## src/rtl/audio_pkg.sv

```systemverilog
// audio_pkg -- shared types for the audio arbiter.
//   sound_id_t  : identifies the sound being played; its numeric value is also
//                 its priority (LOSE > WIN > JUMP > NONE).
//   arb_state_t : sequencer states.
//   top_pending : highest-priority class among the pending bits.
//   clear_mask  : pending bits that a grant of a given class retires.
// Pending vectors are indexed by (sound_id - 1): bit0 = JUMP, bit1 = WIN, bit2 = LOSE.
package audio_pkg;

    typedef enum logic [1:0] {
        NONE = 2'd0,
        JUMP = 2'd1,
        WIN  = 2'd2,
        LOSE = 2'd3
    } sound_id_t;

    typedef enum logic [1:0] {
        ST_IDLE = 2'd0,
        ST_PLAY = 2'd1,
        ST_GAP  = 2'd2
    } arb_state_t;

    function automatic sound_id_t top_pending(input logic [2:0] pend);
        sound_id_t id;
        id = NONE;
        if (pend[2])      id = LOSE;
        else if (pend[1]) id = WIN;
        else if (pend[0]) id = JUMP;
        return id;
    endfunction

    // A grant retires its own request and every lower-priority one.
    function automatic logic [2:0] clear_mask(input sound_id_t id);
        logic [2:0] m;
        case (id)
            LOSE:    m = 3'b111;
            WIN:     m = 3'b011;
            JUMP:    m = 3'b001;
            default: m = 3'b000;
        endcase
        return m;
    endfunction

endpackage

```

## src/rtl/edge_pulse.sv

```systemverilog
// edge_pulse -- registered rising-edge detector.
//   clk   : system clock
//   rst_n : asynchronous active-low reset
//   level : request level to watch
//   pulse : high for the cycle where level is 1 and was 0 at the previous edge
// The previous-value register resets to 1 so a level already high when reset
// releases is not mistaken for a new request.
module edge_pulse (
    input  logic clk,
    input  logic rst_n,
    input  logic level,
    output logic pulse
);

    logic prev;

    always_ff @(posedge clk or negedge rst_n) begin
        if (!rst_n) prev <= 1'b1;
        else        prev <= level;
    end

    assign pulse = level & ~prev;

endmodule

```

## src/rtl/audio_arbiter.sv

```systemverilog
// audio_arbiter -- picks one game sound at a time, times it, and muxes its tone.
//   clk, rst_n                         : clock, asynchronous active-low reset
//   jump_fwd/back/right/left           : jump request levels (ORed)
//   win, lose                          : game-event request levels
//   mute                               : forces sound to 0, sequencing continues
//   jump_tone, win_tone, lose_tone     : square waves from the tone generators
//   en_jump, en_win, en_lose           : tone generator enables (one-hot or zero)
//   active_id                          : sound now playing (NONE outside PLAY)
//   busy                               : sequencer not idle
//   sound                              : muxed audio output
// Requests are edge detected into one-deep pending bits. From IDLE the highest
// pending class is granted; while playing, only a strictly higher class may
// preempt. A finished sound is followed by GAP cycles of silence.
module audio_arbiter
    import audio_pkg::*;
#(
    parameter int DUR_JUMP = 12_500_000,
    parameter int DUR_WIN  = 50_000_000,
    parameter int DUR_LOSE = 50_000_000,
    parameter int GAP      = 1_250_000,
    parameter int CNT_W    = 26
) (
    input  logic      clk,
    input  logic      rst_n,
    input  logic      jump_fwd,
    input  logic      jump_back,
    input  logic      jump_right,
    input  logic      jump_left,
    input  logic      win,
    input  logic      lose,
    input  logic      mute,
    input  logic      jump_tone,
    input  logic      win_tone,
    input  logic      lose_tone,
    output logic      en_jump,
    output logic      en_win,
    output logic      en_lose,
    output sound_id_t active_id,
    output logic      busy,
    output logic      sound
);

    localparam logic [CNT_W-1:0] LOAD_JUMP = CNT_W'(DUR_JUMP - 1);
    localparam logic [CNT_W-1:0] LOAD_WIN  = CNT_W'(DUR_WIN - 1);
    localparam logic [CNT_W-1:0] LOAD_LOSE = CNT_W'(DUR_LOSE - 1);
    localparam logic [CNT_W-1:0] LOAD_GAP  = (GAP > 0) ? CNT_W'(GAP - 1) : '0;

    function automatic logic [CNT_W-1:0] load_of(input sound_id_t id);
        logic [CNT_W-1:0] v;
        case (id)
            LOSE:    v = LOAD_LOSE;
            WIN:     v = LOAD_WIN;
            default: v = LOAD_JUMP;
        endcase
        return v;
    endfunction

    arb_state_t       state;
    logic [CNT_W-1:0] cnt;
    logic [2:0]       pending;
    logic [2:0]       pending_next;
    logic [2:0]       edges;
    sound_id_t        best;
    logic             grant;
    logic             jump_any;

    assign jump_any = jump_fwd | jump_back | jump_right | jump_left;

    edge_pulse u_edge_jump (.clk(clk), .rst_n(rst_n), .level(jump_any), .pulse(edges[0]));
    edge_pulse u_edge_win  (.clk(clk), .rst_n(rst_n), .level(win),      .pulse(edges[1]));
    edge_pulse u_edge_lose (.clk(clk), .rst_n(rst_n), .level(lose),     .pulse(edges[2]));

    assign best  = top_pending(pending);
    // Grant from IDLE on anything pending; from PLAY only on strictly higher priority.
    assign grant = ((state == ST_IDLE) && (best != NONE)) ||
                   ((state == ST_PLAY) && (2'(best) > 2'(active_id)));

    // Edge sets are applied after the grant clear so a request arriving in the
    // grant cycle survives and replays later.
    always_comb begin
        pending_next = pending;
        if (grant) pending_next = pending_next & ~clear_mask(best);
        pending_next = pending_next | edges;
    end

    always_ff @(posedge clk or negedge rst_n) begin
        if (!rst_n) begin
            state     <= ST_IDLE;
            active_id <= NONE;
            cnt       <= '0;
            pending   <= '0;
        end else begin
            pending <= pending_next;
            if (grant) begin
                state     <= ST_PLAY;
                active_id <= best;
                cnt       <= load_of(best);
            end else begin
                case (state)
                    ST_PLAY: begin
                        if (cnt == '0) begin
                            active_id <= NONE;
                            if (GAP > 0) begin
                                state <= ST_GAP;
                                cnt   <= LOAD_GAP;
                            end else begin
                                state <= ST_IDLE;
                            end
                        end else begin
                            cnt <= cnt - 1'b1;
                        end
                    end
                    ST_GAP: begin
                        if (cnt == '0) state <= ST_IDLE;
                        else           cnt   <= cnt - 1'b1;
                    end
                    default: ;
                endcase
            end
        end
    end

    assign busy    = (state != ST_IDLE);
    assign en_jump = (state == ST_PLAY) && (active_id == JUMP);
    assign en_win  = (state == ST_PLAY) && (active_id == WIN);
    assign en_lose = (state == ST_PLAY) && (active_id == LOSE);

    always_comb begin
        sound = 1'b0;
        if ((state == ST_PLAY) && !mute) begin
            case (active_id)
                JUMP:    sound = jump_tone;
                WIN:     sound = win_tone;
                LOSE:    sound = lose_tone;
                default: sound = 1'b0;
            endcase
        end
    end

endmodule
```

## config.mk

```make
export PLATFORM = sky130hd
export DESIGN_NAME = audio_arbiter
export DESIGN_NICKNAME = d
export VERILOG_FILES = /design/src/rtl/audio_pkg.sv /design/src/rtl/edge_pulse.sv /design/src/rtl/audio_arbiter.sv
export SDC_FILE = /design/constraint.sdc
export NUM_CORES = 1
export LEC_CHECK = 0
export BUFFER_PORTS_ARGS = -buffer_cell sky130_fd_sc_hd__buf_2
export CORE_MARGIN = 2
export CORE_UTILIZATION = 45
export CTS_BUF_LIST = sky130_fd_sc_hd__clkbuf_16
export CTS_CLUSTER_SIZE = 20
export DETAILED_ROUTE_END_ITERATION = 8
export GPL_TIMING_DRIVEN = 0
export HOLD_SLACK_MARGIN = 0.08
export PLACE_DENSITY = 0.73
export SLEW_MARGIN = 40
export SYNTH_ARGS = -nofsm -noshare
export SYNTH_HDL_FRONTEND = slang
export SYNTH_SLANG_ARGS = --single-unit
```

## constraint.sdc

```tcl
create_clock -name clk -period 2.7 [get_ports clk]
set_input_delay 0.27 -clock clk [delete_from_list [all_inputs] [get_ports clk]]
set_output_delay 0.27 -clock clk [all_outputs]
set_load 0.005 [all_outputs]
```

==> summary by stage, run 1 <==
Critical path
The critical path arrival is 2.78 ns. The launching element type of the critical path is a flop. The worst-path maximum fanout is 10. The worst register-to-register path begins at pending[2]$_DFF_PN0_.

For flop-to-flop paths, the worst setup slack is 0.07 ns. STA classifies the critical path endpoint as a flop. The number of cell instances on the worst register-to-register path is 9. The worst setup path is of the flop to flop kind. In this run the critical register-to-register path is captured at cnt[17]$_DFFE_PN0P_. For the worst setup path, the data required time is 2.85 ns.

GRT
Entering global routing, the biggest net connects 37 pins. The initial antenna violation count is 0. The global-route usage over all layers is 23.7%. The via count of the first global-routing pass came to 2026. The first global-routing pass estimated 9930 µm of wire. The sum of overflow across all layers after global routing is 0.

Place
The number of I/O port buffers is 18. The HPWL after detailed placement is 4050 µm. At the end of routability-driven placement, the weighted congestion stood at 0.966. The number of placed cells counting well taps is 330. Before CTS, the worst setup slack after placement is -0.104 ns.

Logic synthesis
By area the synthesized netlist is led by dfrtp_1 (37%), nor3_1 (4.2%), dfstp_2 (3.5%). The flip-flop and latch count after synthesis is 36. The mux contribution to synthesized area is 0.443%. The post-synthesis adder-cell area fraction is 1.66%. The most used flip-flop cell after synthesis is dfrtp_1. The synthesized netlist devotes 27.4% of its cell area to simple gates. The synthesized design devotes to its leading area cell type 36.6% of total area. Summed over all instances, the cell type with the most area after synthesis is dfrtp_1.

Summing the sequential cell areas from Yosys gives 40.1% of the chip area. The proportion of register bits with asynchronous set or reset after synthesis is 100%. The synthesized instance count is 245. The net count after synthesis is 260.

The xor/xnor cell area share of the yosys netlist is 0%. Summing the areas of all compound-gate instances in the mapped netlist gives 25.7% of the synthesized area. Ranked by instance count, the synthesized netlist is headed by dfrtp_1 (33), nor3_1 (19), nor2_1 (17). The yosys synthesis warning count is 0.

In this run the mean area of a mapped cell was 9.22 µm². The cell with the most instances after synthesis is dfrtp_1. The netlist uses 62 different library cells. The main combinational cell family by area after synthesis is simple AND/OR/NAND/NOR gates.

The mapped netlist covers 0.00226 mm². Counting flops with a built-in enable in the synthesized netlist gives 0.

STA
Once routing completed, OpenROAD measured the worst setup slack at 0.0713 ns. Static timing analysis puts the maximum clock frequency at 380 MHz. The number of slew-limit violations in the final report is 0.

The number of hold-slack violations in the final timing report is 0. The transition time at the pin with the least slew margin is 0.645 ns. The tightest slew margin relative to the limit is 56.9%. On the final layout, the worst hold slack is 0.100 ns. After layout, the worst path uses 97.4% of the clock period. On the final layout, the worst clock skew is 0.00723 ns. The clock period could shrink to 2.63 ns. Setup violations remaining at the end of the flow were counted as 0.

Routing
The post-detailed-routing wire length is 6030 µm. The routed layout has 2185 vias. The remaining number of nets flagged by the antenna check after routing is 0. The final routed DRC violation total is 0. The initial DRC count is 214. The average wire per standard cell is 17.7 µm. The iteration count of the initial detailed-routing pass is 5. The via density per instance is 6.43.

Finish
The layout overhead on the synthesized area is 15.5%. The fraction of final layout cells sized beyond drive strength 1 is 18.7%. After the last flow step, the layout net total stands at 287.

For this run, the number of standard cells in the final layout without fillers is 340. The number of antenna diodes in the final layout is 0.

Worst hold path
The startpoint identified for the worst hold timing path is win. The worst hold path cell count is 1. The path with the worst hold slack has its endpoint at u_edge_win.prev$_DFF_PN1_. The worst hold path belongs to the class input port to flop.

CTS
The worst-case clock buffer depth is 2. Counting the buffers created by CTS gives 5. The H-tree was split into 2 levels. The clock edge transition at the registers on the reported setup and hold paths is 0.05 ns. The cell sitting at the root of the clock tree is a clkbuf_16. TritonCTS built the clock tree.

Clock latency on the worst-skew pair, taken at its later pin, is 0.28 ns. The clock sink count is 36.

Power and ir drop
The maximum vdd ir drop is 0.728 mV. The static leakage is 1.08 nW. Power spread over the standard cell area amounts to 1130 mW/mm².

Job
Max-cap violations in this run came to 0.

Floorplanning
In this run the vertical extent of the chip is 74.8 µm. In this run the horizontal extent of the chip is 74.8 µm. The initial utilization of the core area, before any placement, comes to 47.2%. The initialized floorplan defines 25 standard-cell rows.

In this run the standard cell core region covers 0.00479 mm². 19 I/O pins were placed. The floorplan step defined a die boundary enclosing 0.00560 mm².

Status
The run finished with clean final reports.
==> cells by family (layout without fill, tap and decap cells) <==
logic type,count (synthesis),after routing
DFF,36,36
muxes,1,1
adders and majority gates,3,3
AOI/OAI and AO/OA,80,80
buffers and inverters,24,52
and+or+nand+nor,101,101
==> worst max-delay path by stage <==
stage / startpoint / end / slack, ns
floorplan: pending[2]$_DFF_PN0_ / cnt[10]$_DFFE_PN0P_ / 0.40
global placement: pending[2]$_DFF_PN0_ / cnt[18]$_DFFE_PN0P_ / -0.08
detailed placement: pending[2]$_DFF_PN0_ / cnt[18]$_DFFE_PN0P_ / -0.10
CTS: pending[2]$_DFF_PN0_ / cnt[17]$_DFFE_PN0P_ / 0.02
global route: pending[2]$_DFF_PN0_ / cnt[5]$_DFFE_PN0P_ / -0.006
finish: pending[2]$_DFF_PN0_ / cnt[17]$_DFFE_PN0P_ / 0.07
==> area by class of cell <==
type	count	area [µm²]
fillers	442	2180
clock inverters	3	11.3
plain buffers	12	67.6
flip-flops and latches	36	905
repair buffers	20	110
inverters	12	45.0
well taps	67	83.8
clock buffers	5	125
multi-input cells	185	1260
==> layer usage <==
layer	up-vias	part of all wire (%)	track usage, %
li1	1021	-	-
met1	1036	44	33.2
met2	117	46	35.2
met3	11	8.0	4.69
met4	0	2.2	11.3
met5	-	0	0
==> registers in the layout, indices dropped and copies added, names as in the netlist <==
register,count
u_edge_jump.prev,1
state,2
active_id,2
cnt,26
u_edge_lose.prev,1
u_edge_win.prev,1
pending,3
==> timing repair <==
action	in CTS	in global routing
hold endpoints to repair	0	33
buffers inserted	0	1
gates resized for setup	2	5
pin swaps	0	1
hold buffers	0	1
endpoints found under the setup margin	4	12
==> stage by stage <==
stage / setup TNS, ns / total power [W] / utilization, % / cell area [µm²]
after detailed placement: -0.214 / 0.00230 / 50.8 / 2430
after floorplan: 0 / 0.00186 / - / 2260
after global routing: -0.00584 / 0.00314 / 54.5 / 2610
final: 0 / 0.00296 / 54.5 / 2610
after global placement: -0.136 / 0.00225 / 50.8 / 2430
after CTS: 0 / 0.00287 / 53.7 / 2570
==> layout by cell type, fill, tap and decap left out, types with 4 or more instances in the layout <==
master,count
buf_2,23
or3_1,6
nor3_1,19
nor2b_1,4
a21oi_1,8
a22o_1,6
inv_1,13
o22a_1,4
o21ai_0,8
a221o_1,4
nand2_1,9
clkbuf_16,5
nor4_1,9
o22ai_1,11
dfrtp_1,33
nand3_1,5
o31ai_1,9
nor2_1,17
==> where the power goes <==
| group | internal [W] | switching [W] | total [W] |
|---|---|---|---|
| Combinational | 0.000615 | 0.000960 | 0.00158 |
| Sequential | 0.000678 | 0.000157 | 0.000835 |
| Clock | 0.000332 | 0.000218 | 0.000550 |
==> critical path: stages (launching register included) <==
cell	delay, ns
dfrtp_1	0.39
or2_1	0.23
clkbuf_1	0.14
ha_1	0.30
nor2b_1	0.16
o211ai_1	0.37
nand2_2	0.26
buf_2	0.28
a211oi_1	0.25
o31ai_1	0.10
Note: power is estimated with default switching activity, not from simulation.
==> inputs of run 2 (changes only) <==
PLACE_DENSITY = default   (was 0.73)
PLACE_DENSITY_LB_ADDON = 0.08   (was default)
==> run 2 against run 1 <==
Net effect:
- power up 7.2%
- fmax up 2.1%
- worst setup slack better by 0.053 ns
- flip-flop and latch count unchanged
- via count up 0.37%
- design area up 2.2%
- global-route usage up 1.2 points
- clock skew down 0.0047 ns
- critical path type unchanged
- highest routed layer unchanged
==> summary by stage, run 2 (synthesis results as in run 1) <==
Status
The flow ran to the end, and the final reports show no timing, DRC or antenna violations.

Power and ir drop
Power spread over the standard cell area amounts to 1190 mW/mm². IR analysis of the VDD net gives a maximum drop of 0.999 mV. In this run the static leakage power is 1.12 nW.

STA
At the pin with the least slew margin, the transition time is 0.905 ns. In this run the tightest slew margin relative to its limit is 39.1%. The final critical-path setup slack is 0.125 ns.

The minimum period implied by the final worst setup slack is 2.58 ns. After layout, the worst path uses 95.4% of the clock period. Setup violations remaining at the end of the flow were counted as 0.

For this run, the top clock speed supported by timing is 388 MHz. The final hold slack is 0.0939 ns. Across the routed clock network, the largest skew measured is 0.00249 ns.

The number of slew-limit violations in the final report is 0. The number of hold-slack violations in the final timing report is 0.

CTS
CTS saw 36 sinks. The H-tree was split into 2 levels. The latest clock arrival within the worst-skew pair is 0.28 ns. Clock-pin slew was measured on the worst setup and hold paths at 0.06 ns. The TritonCTS clock tree is yes.

The number of CTS-inserted buffers is 5. The worst-case clock buffer depth is 2. The cell chosen for the clock root is clkbuf_16.

GRT
For met2 alone, demand over resource in global routing was 37.5%. In this run the most used layer during global routing was met2. The via count of the first global-routing pass was 2008. The initial antenna violation count came to 0. Global routing used 24.9% of the available tracks across all layers. For this run the aggregate overflow at the end of global routing stands at 0. The first-pass GRT wire length is 10300 µm. The global routing usage on met1 is 35.5%. Global routing used 4.02% of the available met3 tracks. The pin count of the biggest net entering global routing is 37.

Floorplanning
The width of the chip is 74.8 µm. The die covers 0.00560 mm². The vertical extent of the die is 74.8 µm. The boundary pin count is 19. The floorplan step defined a core boundary enclosing 0.00479 mm². The floorplan row count is 25. Once the floorplan was initialized, standard cells occupied 47.2% of the core.

Critical path
Along the worst path, the maximum fanout reaches 5. The slowest cell on the critical path is a2111o_1. The startpoint of the most critical register-to-register path is pending[2]$_DFF_PN0_.

The worst register-to-register path ends at cnt[14]$_DFFE_PN0P_. Walking the worst path, the cells encountered are or2_1 > clkbuf_1 > ha_1 > nor2b_1 > o211ai_1 > a21boi_0 > a2111o_1. By startpoint and endpoint, the worst setup path is classified as flop to flop. The critical path arrival is 2.74 ns.

The largest stage delay on the critical path is 0.49 ns. STA classifies the critical path startpoint as a flop. Setup slack on the worst reg-to-reg path comes out at 0.12 ns. Measured in cells, the most critical reg-to-reg path has a length of 7. The kind of end point of the critical path is a flop. At the worst endpoint, the required time is 2.86 ns.

Place
The worst setup slack after placement is -0.0603 ns. The number of I/O port buffers is 18. After legalization and detailed placement, the total HPWL measured 4190 µm. The final RePlAce weighted congestion is 0.894. Summing all placed instances gives a cell area of 0.00243 mm².

Finish
The number of antenna diodes in the final layout is 0. The most common cell after layout, fill and taps aside is dfrtp_1. The register with the most flip-flops in the final layout is cnt. The largest registers in the layout are cnt: 26 flops, pending: 3 flops. The number of nets at the end of the flow is 291. Compared with the post-synthesis result, the final layout area differs by 18.1%. The register with the most flip-flops in the layout has 26 of them.

The library cells used most frequently in the layout, excluding fill and tap cells, are dfrtp_1 (33), buf_2 (23), nor3_1 (19), nor2_1 (17), inv_1 (13). The area of all placed cells without fillers is 0.00267 mm². Cells with a size suffix above 1 make up 20.6% of the layout.

Routing
The first TritonRoute pass finished after 5 iterations. The remaining number of nets flagged by the antenna check after routing is 0. The routed layout has 2193 vias. In the routed design, unresolved DRC markers number 0. After detailed routing, the number of vias per cell comes to 6.38. Dividing the detail-routed wire length by the instance count gives 18.4 µm. Wires add up to 6310 µm. The initial DRC count is 167.

Worst hold path
The path with the worst hold slack has its endpoint at u_edge_win.prev$_DFF_PN1_. The class of the worst hold path is input port to flop. The worst hold path begins at win. The worst hold path cell count is 1.

Job
The number of maximum-capacitance violations is 0.
run 2: cell types whose count changed in the layout (fill, tap and decap cells not counted), sizes merged:
| cell | previous run | this run |
|---|---|---|
| clkinv | 2 | 1 |
| buf | 27 | 31 |
| bufinv | 0 | 1 |
run 2: power breakdown:
part / total (W) / switching, W / internal [W]
combinational: 0.00168 / 0.000963 / 0.000720
clock: 0.000651 / 0.000221 / 0.000430
sequential: 0.000840 / 0.000162 / 0.000678
total: 0.00317 / 0.00135 / 0.00183
run 2: worst max-delay path, delay by kind of cell, from the launching register on:
family	cells	cell delay, ns
buffers and inverters	1	0.15
adder cells (fa/ha/maj)	1	0.31
AO/OA/AOI/OAI	3	1.22
flip-flops	1	0.40
AND/OR/NAND/NOR	2	0.39
run 2: timing repair:
action                                  4_1_cts  5_1_grt
hold endpoints to repair                     33        0
endpoints found under the setup margin        4       14
gates resized for setup                       2        5
hold buffers                                  1        0
setup buffers                                 0        5
pin swaps                                     0        2
cloned                                        0        0
run 2: metrics by stage:
step | cells | util, % | total power, W | setup TNS (ns)
final | 344 | 55.7 | 0.00317 | 0
after global routing | 344 | 55.7 | 0.00340 | -0.0114
after CTS | 339 | 54.6 | 0.00296 | 0
after detailed placement | 330 | 50.9 | 0.00229 | -0.136
after global placement | 330 | 50.8 | 0.00229 | -0.338
after floorplan | 245 | - | 0.00186 | 0
run 2: layout make-up:
| cell class | instances | area [µm²] |
|---|---|---|
| multi-input combinational | 185 | 1260 |
| clock inverter | 3 | 38.8 |
| fill | 448 | 2120 |
| clock buffer | 5 | 125 |
| buffer | 12 | 67.6 |
| timing repair buffer | 24 | 140 |
| tap | 67 | 83.8 |
| inverter | 12 | 45.0 |
| sequential | 36 | 905 |
run 2: worst max path at each step:
| stage | startpoint | endpoint | slack (ns) | cells after the start |
|---|---|---|---|---|
| finish | pending[2]$_DFF_PN0_ | cnt[14]$_DFFE_PN0P_ | 0.12 | 7 |
| global route | pending[2]$_DFF_PN0_ | cnt[18]$_DFFE_PN0P_ | -0.007 | 9 |
| CTS | pending[2]$_DFF_PN0_ | cnt[17]$_DFFE_PN0P_ | 0.02 | 9 |
| detailed placement | pending[2]$_DFF_PN0_ | cnt[18]$_DFFE_PN0P_ | -0.06 | 9 |
| global placement | pending[2]$_DFF_PN0_ | cnt[18]$_DFFE_PN0P_ | -0.14 | 9 |
| floorplan | pending[2]$_DFF_PN0_ | cnt[10]$_DFFE_PN0P_ | 0.40 | 9 |
run 2: layer usage:
metal,wire [µm],vias to the layer above
met3,309,11
met4,127,0
met1,2950,1078
met2,2920,81
li1,-,1023
met5,0,-
